$ cat config.mk
export PLATFORM = sky130hd
export DESIGN_NAME = match_scoreboard
export DESIGN_NICKNAME = d
export VERILOG_FILES = /design/src/rtl/match_scoreboard.sv
export SDC_FILE = /design/constraint.sdc
export NUM_CORES = 1
export LEC_CHECK = 0
export BUFFER_PORTS_ARGS = -buffer_cell sky130_fd_sc_hd__buf_2
export CELL_PAD_IN_SITES_DETAIL_PLACEMENT = 2
export CELL_PAD_IN_SITES_GLOBAL_PLACEMENT = 2
export CORE_ASPECT_RATIO = 1.25
export CORE_MARGIN = 4
export CORE_UTILIZATION = 37
export CTS_CLUSTER_DIAMETER = 100
export CTS_CLUSTER_SIZE = 24
export DETAILED_ROUTE_END_ITERATION = 8
export PLACE_DENSITY = 0.95
export SETUP_SLACK_MARGIN = 0.1
export SLEW_MARGIN = 40
export SYNTH_ARGS = -nofsm -noshare
export SYNTH_HDL_FRONTEND = slang
export SYNTH_SLANG_ARGS = --single-unit
$ cat constraint.sdc
create_clock -name clk -period 7.7 [get_ports clk]
set_input_delay 0.385 -clock clk [delete_from_list [all_inputs] [get_ports clk]]
set_output_delay 0.385 -clock clk [all_outputs]
set_load 0.01 [all_outputs]
$ cat src/rtl/match_scoreboard.sv
// Masked reference-vs-DUT result checker with saturating sample/error counters and first-mismatch timestamps.
// Latency 1 cycle (all outputs registered); no backpressure, a sample may be accepted every cycle.
module match_scoreboard #(
  parameter int N_OUT = 2,
  parameter int CNT_W = 32
) (
  input  logic                   clk,
  input  logic                   rst_n,
  input  logic                   clear,
  input  logic                   freeze,
  input  logic                   sample_valid,
  input  logic [N_OUT-1:0]       ref_vec,
  input  logic [N_OUT-1:0]       dut_vec,
  input  logic [N_OUT-1:0]       dc_mask,
  output logic [CNT_W-1:0]       sample_count,
  output logic [CNT_W-1:0]       error_count,
  output logic [CNT_W-1:0]       first_error_time,
  output logic [N_OUT*CNT_W-1:0] out_err_count,
  output logic [N_OUT*CNT_W-1:0] out_first_time,
  output logic                   mismatch,
  output logic                   any_error
);

  localparam logic [CNT_W-1:0] CNT_MAX = '1;
  localparam logic [CNT_W-1:0] CNT_ONE = CNT_W'(1);

  logic [CNT_W-1:0]       timebase_q, timebase_d;
  logic [CNT_W-1:0]       sample_count_q, sample_count_d;
  logic [CNT_W-1:0]       error_count_q, error_count_d;
  logic [CNT_W-1:0]       first_error_time_q, first_error_time_d;
  logic [N_OUT*CNT_W-1:0] out_err_count_q, out_err_count_d;
  logic [N_OUT*CNT_W-1:0] out_first_time_q, out_first_time_d;
  logic                   mismatch_q, mismatch_d;
  logic                   any_error_q, any_error_d;

  logic                   accept;
  logic [N_OUT-1:0]       miss;
  logic                   any_miss;

  function automatic logic [CNT_W-1:0] sat_inc(input logic [CNT_W-1:0] v);
    return (v == CNT_MAX) ? v : v + CNT_ONE;
  endfunction

  always_comb begin
    accept   = sample_valid & ~freeze & ~clear;
    miss     = (ref_vec ^ dut_vec) & ~dc_mask;
    any_miss = |miss;

    timebase_d         = sat_inc(timebase_q);
    sample_count_d     = sample_count_q;
    error_count_d      = error_count_q;
    first_error_time_d = first_error_time_q;
    out_err_count_d    = out_err_count_q;
    out_first_time_d   = out_first_time_q;

    if (clear) begin
      timebase_d         = '0;
      sample_count_d     = '0;
      error_count_d      = '0;
      first_error_time_d = '0;
      out_err_count_d    = '0;
      out_first_time_d   = '0;
    end else if (accept) begin
      sample_count_d = sat_inc(sample_count_q);
      if (any_miss) begin
        error_count_d = sat_inc(error_count_q);
        // A saturated counter is never zero again, so capture only happens once per clear/reset.
        if (error_count_q == '0) first_error_time_d = timebase_q;
      end
      for (int i = 0; i < N_OUT; i++) begin
        if (miss[i]) begin
          out_err_count_d[i*CNT_W +: CNT_W] = sat_inc(out_err_count_q[i*CNT_W +: CNT_W]);
          if (out_err_count_q[i*CNT_W +: CNT_W] == '0)
            out_first_time_d[i*CNT_W +: CNT_W] = timebase_q;
        end
      end
    end

    mismatch_d  = accept & any_miss;
    any_error_d = (error_count_d != '0);
  end

  always_ff @(posedge clk or negedge rst_n) begin
    if (!rst_n) begin
      timebase_q         <= '0;
      sample_count_q     <= '0;
      error_count_q      <= '0;
      first_error_time_q <= '0;
      out_err_count_q    <= '0;
      out_first_time_q   <= '0;
      mismatch_q         <= 1'b0;
      any_error_q        <= 1'b0;
    end else begin
      timebase_q         <= timebase_d;
      sample_count_q     <= sample_count_d;
      error_count_q      <= error_count_d;
      first_error_time_q <= first_error_time_d;
      out_err_count_q    <= out_err_count_d;
      out_first_time_q   <= out_first_time_d;
      mismatch_q         <= mismatch_d;
      any_error_q        <= any_error_d;
    end
  end

  assign sample_count     = sample_count_q;
  assign error_count      = error_count_q;
  assign first_error_time = first_error_time_q;
  assign out_err_count    = out_err_count_q;
  assign out_first_time   = out_first_time_q;
  assign mismatch         = mismatch_q;
  assign any_error        = any_error_q;

endmodule

==> results by group, run 1 <==
Placed design
  – Port bufs: 236
  – Final GP Congestion: 0.877
  – Placed Instance Area: 0.0142 mm^2
  – Final HPWL DP: 33500 um

Synthesis
  – Post-synth top cells: 258 x dfrtp_1, 207 x nand2_1, 198 x nor2_1
  – Synthesized area: 0.0127 mm^2
  – Most common flop cell mapped by yosys: dfrtp_1
  – Top-area cell type share of the netlist area: 0.510
  – Cell taking the most area after synthesis: dfrtp_1
  – Syn avg cell area: 9.16 um^2
  – Syn nets: 1401
  – Top-count cell post-synth: dfrtp_1
  – Number of synthesized register bits: 258
  – Asr flop ratio synth: 1.00
  – Post-synthesis sequential area ratio: 0.510
  – Yosys warns: 0
  – Yosys cell types: 60
  – Largest cells by area after synthesis: dfrtp_1 51%, nand2_1 6.1%, nor2_1 5.9%
  – Cell count after synthesis: 1382
  – EDFF count, synth: 0

Cells and area
  – Layout area overhead: 16.2%
  – Fin util: 0.437
  – Design area: 0.0147 mm^2
  – Fraction of final layout cells sized beyond drive strength 1: 0.184
  – Final #Nets: 1598
  – Ant. Diodes: 0
  – Fillers: 3711

Clocking
  – Root Buffer: clkbuf_16
  – CTS H-Tree Depth: 1
  – CTS max path bufs: 3
  – Clock transition at path regs: 0.11 ns
  – CTS Buf Count: 14
  – CTS sink count: 258
  – Worst-skew pair later-pin latency: 0.50 ns
  – CTS tree: done

Floorplanning
  – Die area: 0.0373 mm^2
  – IO Count: 237
  – Site Rows: 75
  – Core Area: 0.0337 mm^2
  – Chip width: 173 um
  – Starting density of the core: 0.376
  – Die Y-Extent: 215 um

Worst setup path
  – Slowest CP cell: o31ai_4
  – Critical Path AT: 3.79 ns
  – CP startpoint kind: register
  – CP peak stage delay: 0.66 ns
  – CP max FO: 14
  – R2r setup slk: 4.26 ns
  – Data required time of the worst path: 8.05 ns
  – Critical path endpoint category: register
  – Setup CP Type: reg -> reg
  – Critical Path, Cell by Cell: ha_1, nand3_1, or3_1, o31ai_4, or3b_2, mux2i_1, o2111ai_1, nor4_1, nand4_1

Global route
  – Grt total ovfl: 0
  – Antenna violations before repair: 0
  – Largest net degree at the start of global routing: 104
  – First-pass GRT wire length: 74800 um
  – GR Util All Layers: 0.246
  – Vias in the first global route: 12.9k

Power
  – Static Leak: 6.76 nW
  – Pwr per Cell Area: 159 mW/mm^2
  – Worst VDD drop: 0.125 mV

Worst hold path
  – Hold Path Class: in -> async

Timing
  – Final setup fails: 0
  – Slew at the pin closest to its max-slew limit: 0.806 ns
  – Max Fclk: 0.290 GHz
  – Slew HR: 0.462
  – Unrepaired setup endpoints after global routing: false
  – Post-route setup TNS: 0 ns
  – Tmin final: 3.44 ns
  – Clk_skew: 0.0175 ns
  – Slew Limit Fails: 0
  – Fin crit share: 0.447
  – Hold Fails Final Rpt: 0
  – WHS: 0.349 ns

Detailed routing
  – WL final: 47200 um
  – Final ANT Viol Nets: 0
  – Via count: 11.4k
  – Wire length per cell: 23.6 um
  – DR vias/cell: 5.69
  – Starting DRT DRC Count: 649
  – Drt drc: 0
  – TritonRoute pass-1 iters: 4

Flow run
  – Max-capacitance violation count: 0

Run status
  – Outcome: finished clean
## cell families (layout without fill, tap and decap cells)
logic type / count (synthesis) / after routing / share of synthesized area
adder cells (fa/ha/maj): 8 / 8 / 0.00791
AO/OA/AOI/OAI: 173 / 173 / 0.0776
buffers and inverters: 102 / 300 / 0.0313
XOR/XNOR: 120 / 120 / 0.0830
AND/OR/NAND/NOR: 683 / 683 / 0.260
flip-flops: 258 / 258 / 0.510
multiplexers: 38 / 38 / 0.0304
## worst paths after layout
path / startpoint / to / depth (start not counted)
min in group clk: clear / out_err_count[56]$_DFFE_PN0P_ / 2
max: error_count[0]$_DFF_PN0_ / any_error$_DFF_PN0_ / 9
min reg2reg: out_first_time[13]$_DFFE_PN0P_ / out_first_time[13]$_DFFE_PN0P_ / 2
max reg2reg: error_count[0]$_DFF_PN0_ / any_error$_DFF_PN0_ / 9
min: rst_n / out_err_count[46]$_DFFE_PN0P_ / 2
max in group asynchronous: rst_n / timebase_q[27]$_DFFE_PN0P_ / 4
## cell type report
type | count | area [um^2] | area share
Sequential cell | 258 | 6460 | 0.439
Multi-Input combinational cell | 1022 | 5850 | 0.398
Timing Repair Buffer | 250 | 1330 | 0.0907
Tap cell | 423 | 529 | 0.0360
Clock buffer | 16 | 389 | 0.0264
Inverter | 33 | 124 | 0.00842
Clock inverter | 1 | 30.0 | 0.00204
## stage by stage
stage | setup WS [ns] | total power, mW | cells
after detailed placement | 4.33 | 1.50 | 1984
after global routing | 4.02 | 2.43 | 2003
after global placement | 4.45 | 1.50 | 1982
after floorplan | 4.89 | 1.44 | 1382
final | 4.26 | 2.34 | 2003
after CTS | 4.29 | 2.37 | 2002
## layer usage
| metal | vias to the layer above | part of all wire | global-route usage |
|---|---|---|---|
| met5 | - | 0 | 0 |
| met4 | 0 | 0.036 | 0.0828 |
| met3 | 88 | 0.032 | 0.0248 |
| met2 | 252 | 0.54 | 0.465 |
| met1 | 5961 | 0.39 | 0.290 |
| li1 | 5097 | - | - |
## state kept, by name, indices dropped and copies added (netlist names)
| register | cells |
|---|---|
| any_error | 1 |
| error_count | 32 |
| first_error_time | 32 |
| mismatch | 1 |
| out_err_count | 64 |
| out_first_time | 64 |
| sample_count | 32 |
| timebase_q | 32 |
## worst max-delay path, delay by kind of cell, from the launching register on
family                     cells  cell delay, ns
and+or+nand+nor                5            1.46
AOI/OAI and AO/OA              2            0.84
DFF                            1            0.46
adders and majority gates      1            0.29
muxes                          1            0.23
## power breakdown
group,total [mW],internal (mW),switching (mW)
registers,1.36,1.36,0.00695
logic,0.114,0.0242,0.0895
clock network,0.859,0.396,0.463
## cell usage in the layout (no fill, tap or decap), types with 5 or more instances in the layout
cell and count:
dfrtp_1 258, nor4b_1 6, nand4_1 40, a21oi_1 102, and3_1 16, and4_1 22
xor2_1 65, buf_4 7, nor3_1 36, xnor2_1 55, nor2_1 197, mux2i_1 37
buf_2 236, nand3_1 53, nand2_1 207, inv_1 32, and2_1 8, nor3_2 5
or3_1 38, nor4_1 31, ha_1 8, clkbuf_16 15, o21ai_0 33
## repair_timing
item,CTS,global route
hold endpoints to repair,86,0
setup buffers,0,0
hold buffers,1,0
resized for setup,0,0
(Power assumes the default switching activity.)
==> inputs of run 2 (changes only) <==
--- a/config.mk
+++ b/config.mk
@@ -5,16 +5,17 @@
 export SDC_FILE = /design/constraint.sdc
 export NUM_CORES = 1
 export LEC_CHECK = 0
+export ABC_AREA = 1
 export BUFFER_PORTS_ARGS = -buffer_cell sky130_fd_sc_hd__buf_2
 export CELL_PAD_IN_SITES_DETAIL_PLACEMENT = 2
 export CELL_PAD_IN_SITES_GLOBAL_PLACEMENT = 2
 export CORE_ASPECT_RATIO = 1.25
 export CORE_MARGIN = 4
-export CORE_UTILIZATION = 37
+export CORE_UTILIZATION = 32
 export CTS_CLUSTER_DIAMETER = 100
 export CTS_CLUSTER_SIZE = 24
 export DETAILED_ROUTE_END_ITERATION = 8
-export PLACE_DENSITY = 0.95
+export PLACE_DENSITY = 0.91
 export SETUP_SLACK_MARGIN = 0.1
 export SLEW_MARGIN = 40
 export SYNTH_ARGS = -nofsm -noshare
==> constraint.sdc (replaced) <==
create_clock -name clk -period 3.35 [get_ports clk]
set_input_delay 0.1675 -clock clk [delete_from_list [all_inputs] [get_ports clk]]
set_output_delay 0.1675 -clock clk [all_outputs]
set_load 0.01 [all_outputs]
==> results by group, run 2 <==
Run status
  – Outcome: finished clean

Timing
  – Unrepaired setup endpoints after global routing: false
  – Slew at the pin closest to its max-slew limit: 0.714 ns (-0.0926 ns)
  – Tmin final: 2.79 ns (-0.650 ns)
  – Hold Fails Final Rpt: 0 (unchanged)
  – Slew Limit Fails: 0 (unchanged)
  – Max Fclk: 0.358 GHz (+23%)
  – Slew HR: 0.524 (+0.0612)
  – Final setup margin: 0.555 ns (-3.70 ns)
  – Clk_skew: 0.0152 ns (-0.00222 ns)
  – Final setup fails: 0 (unchanged)
  – Post-route setup TNS: 0 ns (unchanged)
  – Fin crit share: 0.834 (+0.387)

Detailed routing
  – Starting DRT DRC Count: 706 (+8.8%)
  – TritonRoute pass-1 iters: 4 (unchanged)
  – Final ANT Viol Nets: 0 (unchanged)
  – WL final: 58700 um (+24%)
  – DR vias/cell: 5.33 (-6.3%)
  – Via count: 14.9k (+31%)
  – Wire length per cell: 21.0 um (-11%)
  – Drt drc: 0 (unchanged)

Synthesis
  – Synthesized area: 0.0144 mm^2 (+13%)
  – Top-count cell post-synth: nand2_1
  – EDFF count, synth: 0 (unchanged)
  – Yosys warns: 0 (unchanged)
  – Post-synthesis sequential area ratio: 0.449 (-0.0605)
  – Syn avg cell area: 7.15 um^2 (-22%)
  – Asr flop ratio synth: 1.00 (unchanged)
  – Cell count after synthesis: 2008 (+45%)
  – Most common flop cell mapped by yosys: dfrtp_1
  – Post-synth top cells: 557 x nand2_1, 258 x dfrtp_1, 254 x inv_1
  – Yosys cell types: 41 (-32%)
  – Syn nets: 2027 (+45%)
  – Number of synthesized register bits: 258 (unchanged)
  – Largest cells by area after synthesis: dfrtp_1 45%, nand2_1 15%, inv_1 6.6%
  – Top-area cell type share of the netlist area: 0.449 (-0.0605)
  – Cell taking the most area after synthesis: dfrtp_1

Worst setup path
  – R2R depth: 14 (+5)
  – CP startpoint kind: register
  – Slowest CP cell: nand3_4
  – Critical path endpoint category: register
  – Most frequent CP cell: nand2_1
  – Setup CP Type: reg -> reg
  – R2r setup slk: 0.56 ns (-3.70 ns)
  – Critical Path, Cell by Cell: ha_1, inv_1, nor2_2, nand2_2, nor2_4, nand3_4, nand2_1, nand2_1, nand3_1, nand2_1, nor2_1, nand2_1, nor2_1, nand2_1
  – CP max FO: 55 (+41)
  – CP peak stage delay: 0.49 ns (-0.17 ns)
  – Data required time of the worst path: 3.76 ns (-4.29 ns)
  – Critical Path AT: 3.21 ns (-0.58 ns)

Clocking
  – Post-CTS setup buffers: 0 (unchanged)
  – CTS max path bufs: 3 (unchanged)
  – Worst-skew pair later-pin latency: 0.53 ns (+0.03 ns)
  – Hold-fix buffers, CTS: 1 (unchanged)
  – CTS Buf Count: 16 (+2)
  – Resized cells post-CTS: 0 (unchanged)
  – CTS H-Tree Depth: 1 (unchanged)
  – Clock transition at path regs: 0.09 ns (-0.02 ns)
  – CTS sink count: 258 (unchanged)
  – CTS tree: done
  – Root Buffer: clkbuf_16

Worst hold path
  – Hold Path Class: in -> async

Placed design
  – Post-place setup slack: 0.492 ns (-3.84 ns)
  – Final HPWL DP: 44400 um (+32%)
  – Port bufs: 236 (unchanged)
  – Placed Instance Area: 0.0161 mm^2 (+13%)
  – Final GP Congestion: 0.898 (+2.4%)

Floorplanning
  – IO Count: 237 (unchanged)
  – Starting density of the core: 0.325 (-0.0510)
  – Chip width: 198 um (+14%)
  – Die Y-Extent: 245 um (+14%)
  – Site Rows: 86 (+15%)
  – Core Area: 0.0442 mm^2 (+31%)
  – Die area: 0.0484 mm^2 (+30%)

Global route
  – Largest net degree at the start of global routing: 162 (+56%)
  – Vias in the first global route: 16.7k (+29%)
  – First-pass GRT wire length: 93500 um (+25%)
  – Grt total ovfl: 0 (unchanged)
  – Antenna violations before repair: 0 (unchanged)
  – GR Util All Layers: 0.238 (-0.00765)

Cells and area
  – Layout area overhead: 16.4%
  – Fillers: 5272 (+42%)
  – Fin util: 0.378 (-0.0586)
  – Area of the multi-input gates: 0.00665 mm^2 (+14%)
  – Design area: 0.0167 mm^2 (+14%)
  – Final #Nets: 2233 (+40%)
  – Most frequent cells in the layout: 557 x nand2_1, 258 x dfrtp_1, 254 x inv_1, 241 x nor2_1, 235 x buf_2
  – Fraction of final layout cells sized beyond drive strength 1: 0.141 (-0.0436)
  – Ant. Diodes: 0 (unchanged)
  – Register area: 0.00646 mm^2 (unchanged)
  – Most common cell after layout, fill and taps aside: nand2_1

Flow run
  – Max-capacitance violation count: 0 (unchanged)

Power
  – Worst VDD drop: 0.238 mV (+90%)
  – Pwr per Cell Area: 344 mW/mm^2 (+120%)
  – Pwr Total: 5.76 mW (+150%)
  – Static Leak: 8.42 nW (+25%)
-- run 2: logic make-up after synthesis --
| group | after synthesis | share of synthesized area |
|---|---|---|
| buffers and inverters | 325 | 0.0898 |
| adder cells (fa/ha/maj) | 8 | 0.00697 |
| AND/OR/NAND/NOR | 1188 | 0.363 |
| XOR/XNOR | 20 | 0.0122 |
| flip-flops | 258 | 0.449 |
| AO/OA/AOI/OAI | 209 | 0.0787 |
-- run 2: stage by stage --
stage | hold slack [ns] | cells
after floorplan | -0.128 | 2008
after global routing | 0.185 | 2792
after CTS | 0.243 | 2790
final | 0.146 | 2792
after detailed placement | 0.259 | 2765
after global placement | 0.262 | 2763
-- run 2: where the power goes --
group / total, mW / internal [mW] / leakage [nW] / switching (mW)
Combinational: 0.350 / 0.0762 / 4.57 / 0.274
Sequential: 3.15 / 3.13 / 3.60 / 0.0200
Clock: 2.26 / 1.03 / 0.255 / 1.23
-- run 2: path summary, 6_finish.rpt --
| kind | startpoint | endpoint |
|---|---|---|
| setup reg to reg | error_count[0]$_DFF_PN0_ | any_error$_DFF_PN0_ |
| hold reg to reg | timebase_q[31]$_DFFE_PN0P_ | timebase_q[31]$_DFFE_PN0P_ |
| hold / removal | rst_n | error_count[15]$_DFF_PN0_ |
| setup / recovery | error_count[0]$_DFF_PN0_ | any_error$_DFF_PN0_ |
| min in group clk | clear | first_error_time[16]$_DFFE_PN0P_ |
| max in group asynchronous | rst_n | timebase_q[30]$_DFFE_PN0P_ |
-- run 2: metal layers --
metal	routed length, um	track usage	up-vias
li1	-	-	6903
met1	23000	0.273	7579
met2	31100	0.445	288
met3	2300	0.0350	119
met4	2310	0.0889	0
met5	0	0	-
-- run 2: worst max-delay path, delay by kind of cell (launching register included) --
family	cells	cell delay (ns)
DFF	1	0.42
adders and majority gates	1	0.19
buffers and inverters	1	0.06
and+or+nand+nor	12	1.99
-- run 2: cell type report --
cell class,count,share of cell area
Multi-Input combinational cell,1425,0.397
Sequential cell,258,0.386
Timing Repair Buffer,251,0.0836
Inverter,262,0.0590
Tap cell,572,0.0428
Clock buffer,17,0.0254
Clock inverter,7,0.00584
